### config.mk
export PLATFORM = sky130hd
export DESIGN_NAME = q_measure
export DESIGN_NICKNAME = d
export VERILOG_FILES = /design/src/rtl/q_measure_pkg.sv /design/src/rtl/q_measure.sv
export SDC_FILE = /design/constraint.sdc
export NUM_CORES = 1
export LEC_CHECK = 0
export CAP_MARGIN = 20
export CORE_MARGIN = 2
export CORE_UTILIZATION = 53
export DETAILED_ROUTE_END_ITERATION = 7
export GPL_TIMING_DRIVEN = 0
export PLACE_DENSITY = 0.78
export SYNTH_ARGS = -nofsm -noshare
export SYNTH_HDL_FRONTEND = slang
export SYNTH_SLANG_ARGS = --single-unit
export TNS_END_PERCENT = 50
### constraint.sdc
create_clock -name clk -period 2.4 [get_ports clk]
set_clock_uncertainty 0.2 [all_clocks]
set_input_delay 0.36 -clock clk [delete_from_list [all_inputs] [get_ports clk]]
set_output_delay 0.36 -clock clk [all_outputs]
set_load 0.05 [all_outputs]
### src/rtl/q_measure_pkg.sv
// q_measure_pkg: shared types and constants for the Q measurement front-end.
//   q_meas_state_t : FSM state encoding (SETTLE, ACCUM, DONE)
//   SETTLE_CNT_W   : width of the settling-time counter
package q_measure_pkg;

  typedef enum logic [1:0] {SETTLE, ACCUM, DONE} q_meas_state_t;

  localparam int SETTLE_CNT_W = 8;

endpackage

### src/rtl/q_measure.sv
// q_measure: measurement front-end for the secant/bisection current controller.
// Every change of i_ref restarts a measurement. The block waits SETTLE_CYCLES,
// then averages 2^AVG_LOG2 raw Q samples. The result is shown on measured_q,
// and ready is raised while that value belongs to the current i_ref.
//
// Ports:
//   clk          in   system clock, rising edge
//   rst          in   synchronous active-high reset
//   i_ref        in   [WIDTH] current reference applied by the controller
//   sample_valid in   qualifies sample_q for one cycle
//   sample_q     in   [WIDTH] raw unsigned Q estimate
//   measured_q   out  [WIDTH] averaged Q for the current i_ref
//   ready        out  measured_q is valid for the current i_ref
//   busy         out  measurement in progress (SETTLE or ACCUM)
module q_measure
  import q_measure_pkg::*;
#(
  parameter int WIDTH         = 10,
  parameter int SETTLE_CYCLES = 8,
  parameter int AVG_LOG2      = 2
) (
  input  logic             clk,
  input  logic             rst,
  input  logic [WIDTH-1:0] i_ref,
  input  logic             sample_valid,
  input  logic [WIDTH-1:0] sample_q,
  output logic [WIDTH-1:0] measured_q,
  output logic             ready,
  output logic             busy
);

  localparam int ACC_W  = WIDTH + AVG_LOG2;
  localparam int SAMP_W = AVG_LOG2 + 1;
  localparam logic [SETTLE_CNT_W-1:0] LAST_SETTLE = SETTLE_CNT_W'(SETTLE_CYCLES - 1);
  localparam logic [SAMP_W-1:0]       LAST_SAMP   = SAMP_W'((1 << AVG_LOG2) - 1);

  q_meas_state_t           state_q;
  logic [SETTLE_CNT_W-1:0] settle_cnt_q;
  logic [SAMP_W-1:0]       samp_cnt_q;
  logic [ACC_W-1:0]        acc_q;
  logic [ACC_W-1:0]        acc_d;
  logic [WIDTH-1:0]        measured_q_q;
  logic                    ready_q;
  logic [WIDTH-1:0]        i_ref_last_q;
  logic                    chg;

  // Truncating average: plain shift, no rounding.
  function automatic logic [WIDTH-1:0] avg_trunc(input logic [ACC_W-1:0] sum);
    return WIDTH'(sum >> AVG_LOG2);
  endfunction

  assign chg   = (i_ref != i_ref_last_q);
  // acc is sized so that 2^AVG_LOG2 full-scale samples cannot overflow it.
  assign acc_d = acc_q + ACC_W'(sample_q);

  // Stage boundary: the change-detect, FSM and accumulator are registered here
  always_ff @(posedge clk) begin
    if (rst) begin
      // Load i_ref_last from the live input so leaving reset does not look like a change.
      i_ref_last_q <= i_ref;
      state_q      <= SETTLE;
      settle_cnt_q <= '0;
      samp_cnt_q   <= '0;
      acc_q        <= '0;
      measured_q_q <= '0;
      ready_q      <= 1'b0;
    end else if (chg) begin
      // A new reference overrides everything. Old Q data is never reused.
      i_ref_last_q <= i_ref;
      state_q      <= SETTLE;
      settle_cnt_q <= '0;
      samp_cnt_q   <= '0;
      acc_q        <= '0;
      ready_q      <= 1'b0;
    end else begin
      case (state_q)
        SETTLE: begin
          if (settle_cnt_q == LAST_SETTLE) state_q <= ACCUM;
          else settle_cnt_q <= settle_cnt_q + 1'b1;
        end
        ACCUM: begin
          if (sample_valid) begin
            acc_q      <= acc_d;
            samp_cnt_q <= samp_cnt_q + 1'b1;
            if (samp_cnt_q == LAST_SAMP) begin
              measured_q_q <= avg_trunc(acc_d);
              ready_q      <= 1'b1;
              state_q      <= DONE;
            end
          end
        end
        DONE: ;
        default: state_q <= SETTLE;
      endcase
    end
  end

  assign measured_q = measured_q_q;
  assign ready      = ready_q;
  assign busy       = (state_q != DONE);

endmodule

; ---- Word-level counts from Yosys, hierarchy flattened
; Index checks and enable logic that the tools add are counted.
; W data, S select, Z words.
[op_classes]
add_sub_neg = 3
eq_ne = 9
muxes = 6
bitwise_logic = 3
reduce_logical = 8
[op_table]
columns = cell, n
row1 = $mux W10, 2
row2 = $add A12 B10 Y12, 1
row3 = $ne A10 B10 Y1, 1
row4 = $add A8 B1 Y8 const B, 1
row5 = $eq A8 B3 Y1 const B, 1
row6 = $ne A2 B2 Y1 const B, 4
row7 = $reduce_and A4 Y1, 2
row8 = $mux W2, 3
row9 = $pmux W2 S3, 1
row10 = $reduce_and A2 Y1, 2
row11 = $add A3 B1 Y3 const B, 1
row12 = $eq A3 B2 Y1 const B, 1
row13 = $not A1 Y1, 3
row14 = $reduce_and A3 Y1, 1
row15 = $eq A2 B1 Y1 const B, 1
row16 = $eq A2 B2 Y1 const B, 1
row17 = $logic_not A2 Y1, 1
row18 = $reduce_bool A2 Y1, 1
row19 = $reduce_or A2 Y1, 1
[word_totals]
regBits = 46
input_bits = 23
wordCells = 36

; ---- Logic depth before layout (Yosys ltp)
[depth]
depth_word = 4
ltp_mapped = 8

; ---- Worst setup path after synthesis
; Ideal clock, no wire load.
[synth_timing]
path_type = register to register
start = reg i_ref_last_q[7]
end = reg i_ref_last_q[0], enable pin
setup_time_ns = 0.341
arrival_time_ns = 1.692
required_ns = 1.859
slack_ns = 0.168
stages_incl_launch_ff = 7
path_buffers = 2
synth_period_minus_slack_ns = 2.232
path_cell_list = edfxtp_1 > xor2_1 > nor4_1 > nand2_1 > or3_1 > clkbuf_1 > buf_1
[synth_between]
elab_chain_cells = 2
[synth_lines]
columns = element, line
row1 = "start, declared", q_measure.sv:44  ; logic [WIDTH-1:0] i_ref_last_q;
row2 = "start signal, assigned", q_measure.sv:60  ; i_ref_last_q <= i_ref;
row3 = "start signal, assigned", q_measure.sv:69  ; i_ref_last_q <= i_ref;
row4 = $ne A10 B10 Y1, q_measure.sv:52  ; assign chg = (i_ref != i_ref_last_q);
row5 = $reduce_bool A2 Y1 (no source line), -
; No other way between the ends.
; A chain may end at the register's enable or synchronous reset.

; ---- Worst setup path in the final report
[layout_timing]
start = in sample_q[6]
end = reg acc_q[11]
[layout_between]
elab_chain_cells = 1
[layout_lines]
columns = element, line
row1 = "start, declared", q_measure.sv:26  ; input logic [WIDTH-1:0] sample_q,
row2 = $add A12 B10 Y12, q_measure.sv:54  ; assign acc_d = acc_q + ACC_W'(sample_q);
row3 = "end signal, assigned", q_measure.sv:64  ; acc_q <= '0;
row4 = "end signal, assigned", q_measure.sv:73  ; acc_q <= '0;
row5 = "end signal, assigned", q_measure.sv:83  ; acc_q <= acc_d;
row6 = "end, declared", q_measure.sv:40  ; logic [ACC_W-1:0] acc_q;
; No other way between the ends.

==> insert_results.sql <==
INSERT INTO impl_metrics (metric_group, metric, value, unit) VALUES
('setup_path', 'critPathArrivalTime', '2.35', 'ns'),
('clock_tree', 'ctsHtreeMaxLevel', '2', ''),
('grt', 'first_global_vias', '1620', ''),
('floorplan', 'die_w', '68.3', 'um'),
('logic_synthesis', 'ys_types', '39', ''),
('place', 'post_dp_cell_area', '2600', 'um^2'),
('logic_synthesis', 'ys.flop_type', 'sky130_fd_sc_hd__dfxtp_1', ''),
('place', 'pre_cts_slack', '-0.631', 'ns'),
('clock_tree', 'worstSkewPairLatency', '0.29', 'ns'),
('clock_tree', 'clock_path_buffers', '2', ''),
('clock_tree', 'clk_root_buffer_cell', 'sky130_fd_sc_hd__clkbuf_8', ''),
('floorplan', 'fp.dieArea', '4670', 'um^2'),
('floorplan', 'effective_utilization_at_floorplan', '0.548', ''),
('sta', 'grt_setup_unrepaired', 'no', ''),
('setup_path', 'critical-path-top-delay-family', 'compound AO/OA/AOI/OAI gates', ''),
('power_and_ir_drop', 'power.density', '477', 'nW/um^2'),
('setup_path', 'worstPathCellList', 'clkdlybuf4s50_1 -> ha_2 -> nand2_1 -> a211o_1 -> and2_4 -> o22a_2 -> or3_1 -> a21oi_1', ''),
('clock_tree', 'cts_hold_repair.buffers', '0', ''),
('power_and_ir_drop', 'power_switching', '289', 'uW'),
('floorplan', 'die_y', '68.3', 'um'),
('detailed_routing', 'drt-pass1-iter-count', '4', ''),
('setup_path', 'path_max_fanout', '5', ''),
('logic_synthesis', 'ys_warn_count', '0', ''),
('layout', 'multi_input_area', '1230', 'um^2'),
('clock_tree', 'cts.sinks', '46', ''),
('sta', 'maxSlewHeadroom', '0.502', ''),
('grt', 'grt_start_max_net_pins', '20', ''),
('sta', 'finalSetupViolations', '0', ''),
('clock_tree', 'cts_buffers', '5', ''),
('logic_synthesis', 'synth_common_cells', 'sky130_fd_sc_hd__nand2_1 (41), sky130_fd_sc_hd__dfxtp_1 (36), sky130_fd_sc_hd__a21oi_1 (24)', ''),
('job', 'maximum_capacitance_violations', '0', ''),
('grt', 'total_routing_usage_gr', '0.209', ''),
('layout', 'final_layout_size_suffix_gt1_frac', '0.120', ''),
('power_and_ir_drop', 'share_comb_of_total_power', '0.071', ''),
('detailed_routing', 'drt_first_iter_violations', '66', ''),
('layout', 'finalNetCount', '311', ''),
('floorplan', 'ioPinCount', '35', ''),
('logic_synthesis', 'synth_top_cell_by_area', 'sky130_fd_sc_hd__dfxtp_1', ''),
('clock_tree', 'worst_setup_hold_path_clk_slew', '0.08', 'ns'),
('logic_synthesis', 'yosysTopAreaCellShare', '0.329', ''),
('setup_path', 'cp_data_required_time', '2.43', 'ns'),
('logic_synthesis', 'synth.cell_area', '2190', 'um^2'),
('detailed_routing', 'post_drt_wl_per_cell', '13.4', 'um'),
('logic_synthesis', 'avg_cell_area_syn', '9.45', 'um^2'),
('layout', 'fillers', '323', ''),
('logic_synthesis', 'async_reset_ff_frac', '0', ''),
('sta', 'period_share', '0.964', ''),
('setup_path', 'critical-path-slowest-cell', 'sky130_fd_sc_hd__clkdlybuf4s50_1', ''),
('layout', 'area.growth.synth_to_final', '28.2', '%'),
('power_and_ir_drop', 'power_frac_seq', '0.597', ''),
('setup_path', 'crit_path_max_incr_delay', '0.41', 'ns'),
('power_and_ir_drop', 'switching_share', '0.215', ''),
('power_and_ir_drop', 'vdd_drop_max', '0.416', 'mV'),
('setup_path', 'crit_path_end_kind', 'flop', ''),
('logic_synthesis', 'synth_top_cells_by_area', 'sky130_fd_sc_hd__dfxtp_1 (33%), sky130_fd_sc_hd__edfxtp_1 (14%), sky130_fd_sc_hd__ha_1 (7.4%)', ''),
('layout', 'insertedDiodeCount', '0', ''),
('layout', 'area.sequential', '1020', 'um^2'),
('layout', 'final_area', '2810', 'um^2'),
('grt', 'global_route.peak_usage_layer', 'met2', ''),
('clock_tree', 'clock_tree_from_tritoncts', 'done', ''),
('sta', 'period_needed', '2.31', 'ns'),
('grt', 'grt_pass1_wl', '7.25', 'mm'),
('min_path', 'timing.hold.worst.class', 'input port to flop', ''),
('detailed_routing', 'drc', '0', ''),
('sta', 'setup_ws', '0.0858', 'ns'),
('place', 'placer_congestion', '0.854', ''),
('status', 'status', 'complete, no violations', ''),
('logic_synthesis', 'syn-instance-count', '232', ''),
('setup_path', 'criticalPathCategory', 'input port to flop', ''),
('power_and_ir_drop', 'clock_power_share', '0.332', ''),
('grt', 'antenna_found_initial', '0', '');
==> cells by family after synthesis <==
group,count (synthesis),synth area share
mux,2,0.00913
xor+xnor,27,0.108
buf+inv,10,0.0217
simple gates,87,0.181
flops,46,0.465
fa+ha+maj,14,0.0833
compound gates,46,0.131
==> sequential cells by signal, indices dropped and copies added, names as in the netlist <==
name	flops
acc_q	12
i_ref_last_q	10
measured_q	10
settle_cnt_q	8
samp_cnt_q	3
state_q	2
ready	1
==> power groups by stage <==
stage               combinational [uW]  clock [uW]  sequential (uW)
global placement                  86.1           0              819
floorplan                         37.1           0              819
finish                            95.0         445              801
global route                       103         489              802
detailed placement                86.2           0              820
CTS                               90.4         456              802
==> cell usage in the layout (no fill, tap or decap), types with 3 or more instances in the layout <==
| master | n |
|---|---|
| sky130_fd_sc_hd__nand4_1 | 3 |
| sky130_fd_sc_hd__clkdlybuf4s50_1 | 30 |
| sky130_fd_sc_hd__dlymetal6s2s_1 | 4 |
| sky130_fd_sc_hd__nor2_1 | 19 |
| sky130_fd_sc_hd__clkbuf_1 | 4 |
| sky130_fd_sc_hd__edfxtp_1 | 10 |
| sky130_fd_sc_hd__ha_1 | 7 |
| sky130_fd_sc_hd__a211oi_1 | 4 |
| sky130_fd_sc_hd__a21o_1 | 4 |
| sky130_fd_sc_hd__nand2_1 | 41 |
| sky130_fd_sc_hd__clkbuf_8 | 5 |
| sky130_fd_sc_hd__ha_4 | 4 |
| sky130_fd_sc_hd__nand3_1 | 4 |
| sky130_fd_sc_hd__o21ai_0 | 3 |
| sky130_fd_sc_hd__xor2_1 | 16 |
| sky130_fd_sc_hd__a21oi_1 | 24 |
| sky130_fd_sc_hd__nor4_1 | 3 |
| sky130_fd_sc_hd__xnor2_1 | 11 |
| sky130_fd_sc_hd__and3_1 | 3 |
| sky130_fd_sc_hd__dfxtp_1 | 36 |
==> routing by layer <==
metal / share of wire / up-vias
met1: 0.49 / 780
met2: 0.46 / 34
met3: 0.035 / 6
met4: 0.013 / 0
li1: - / 895
met5: 0 / -
==> worst reg2reg max path, cell delays in order (launching register included) <==
cell	delay (ns)
sky130_fd_sc_hd__dfxtp_1	0.32
sky130_fd_sc_hd__ha_2	0.20
sky130_fd_sc_hd__fa_2	0.37
sky130_fd_sc_hd__a21o_1	0.20
sky130_fd_sc_hd__a31oi_2	0.20
sky130_fd_sc_hd__o21bai_1	0.08
sky130_fd_sc_hd__a21oi_1	0.17
sky130_fd_sc_hd__xor2_1	0.28
sky130_fd_sc_hd__a211oi_1	0.12
==> cell type report <==
cell class              count  area share
multi-input cells         176       0.437
flip-flops and latches     46       0.363
repair buffers             36       0.130
clock buffers               6      0.0258
well taps                  50      0.0222
plain buffers               7      0.0165
clock inverters             2     0.00311
inverters                   2     0.00267
==> through the flow <==
stage | setup TNS (ns) | util | total power [uW]
finish | 0 | 0.703 | 1340
global route | 0 | 0.703 | 1390
CTS | 0 | 0.678 | 1350
detailed placement | -16.49 | 0.649 | 906
global placement | -14.80 | 0.649 | 905
floorplan | 0 | - | 856
==> worst paths after layout <==
kind | slack, ns | end | from | cells past startpoint
min reg2reg | 0.25 | measured_q[1] | measured_q[1] | 2
max reg2reg | 0.12 | acc_q[8] | acc_q[0] | 8
min | 0.11 | i_ref_last_q[5] | i_ref[5] | 1
max | 0.09 | acc_q[11] | sample_q[6] | 8
==> timing repair <==
action,CTS,global route
endpoints found under the setup margin,26,42
buffers inserted,0,2
pin swaps,4,13
gates resized for setup,9,21
No activity file was read; power rests on OpenSTA's default activity.
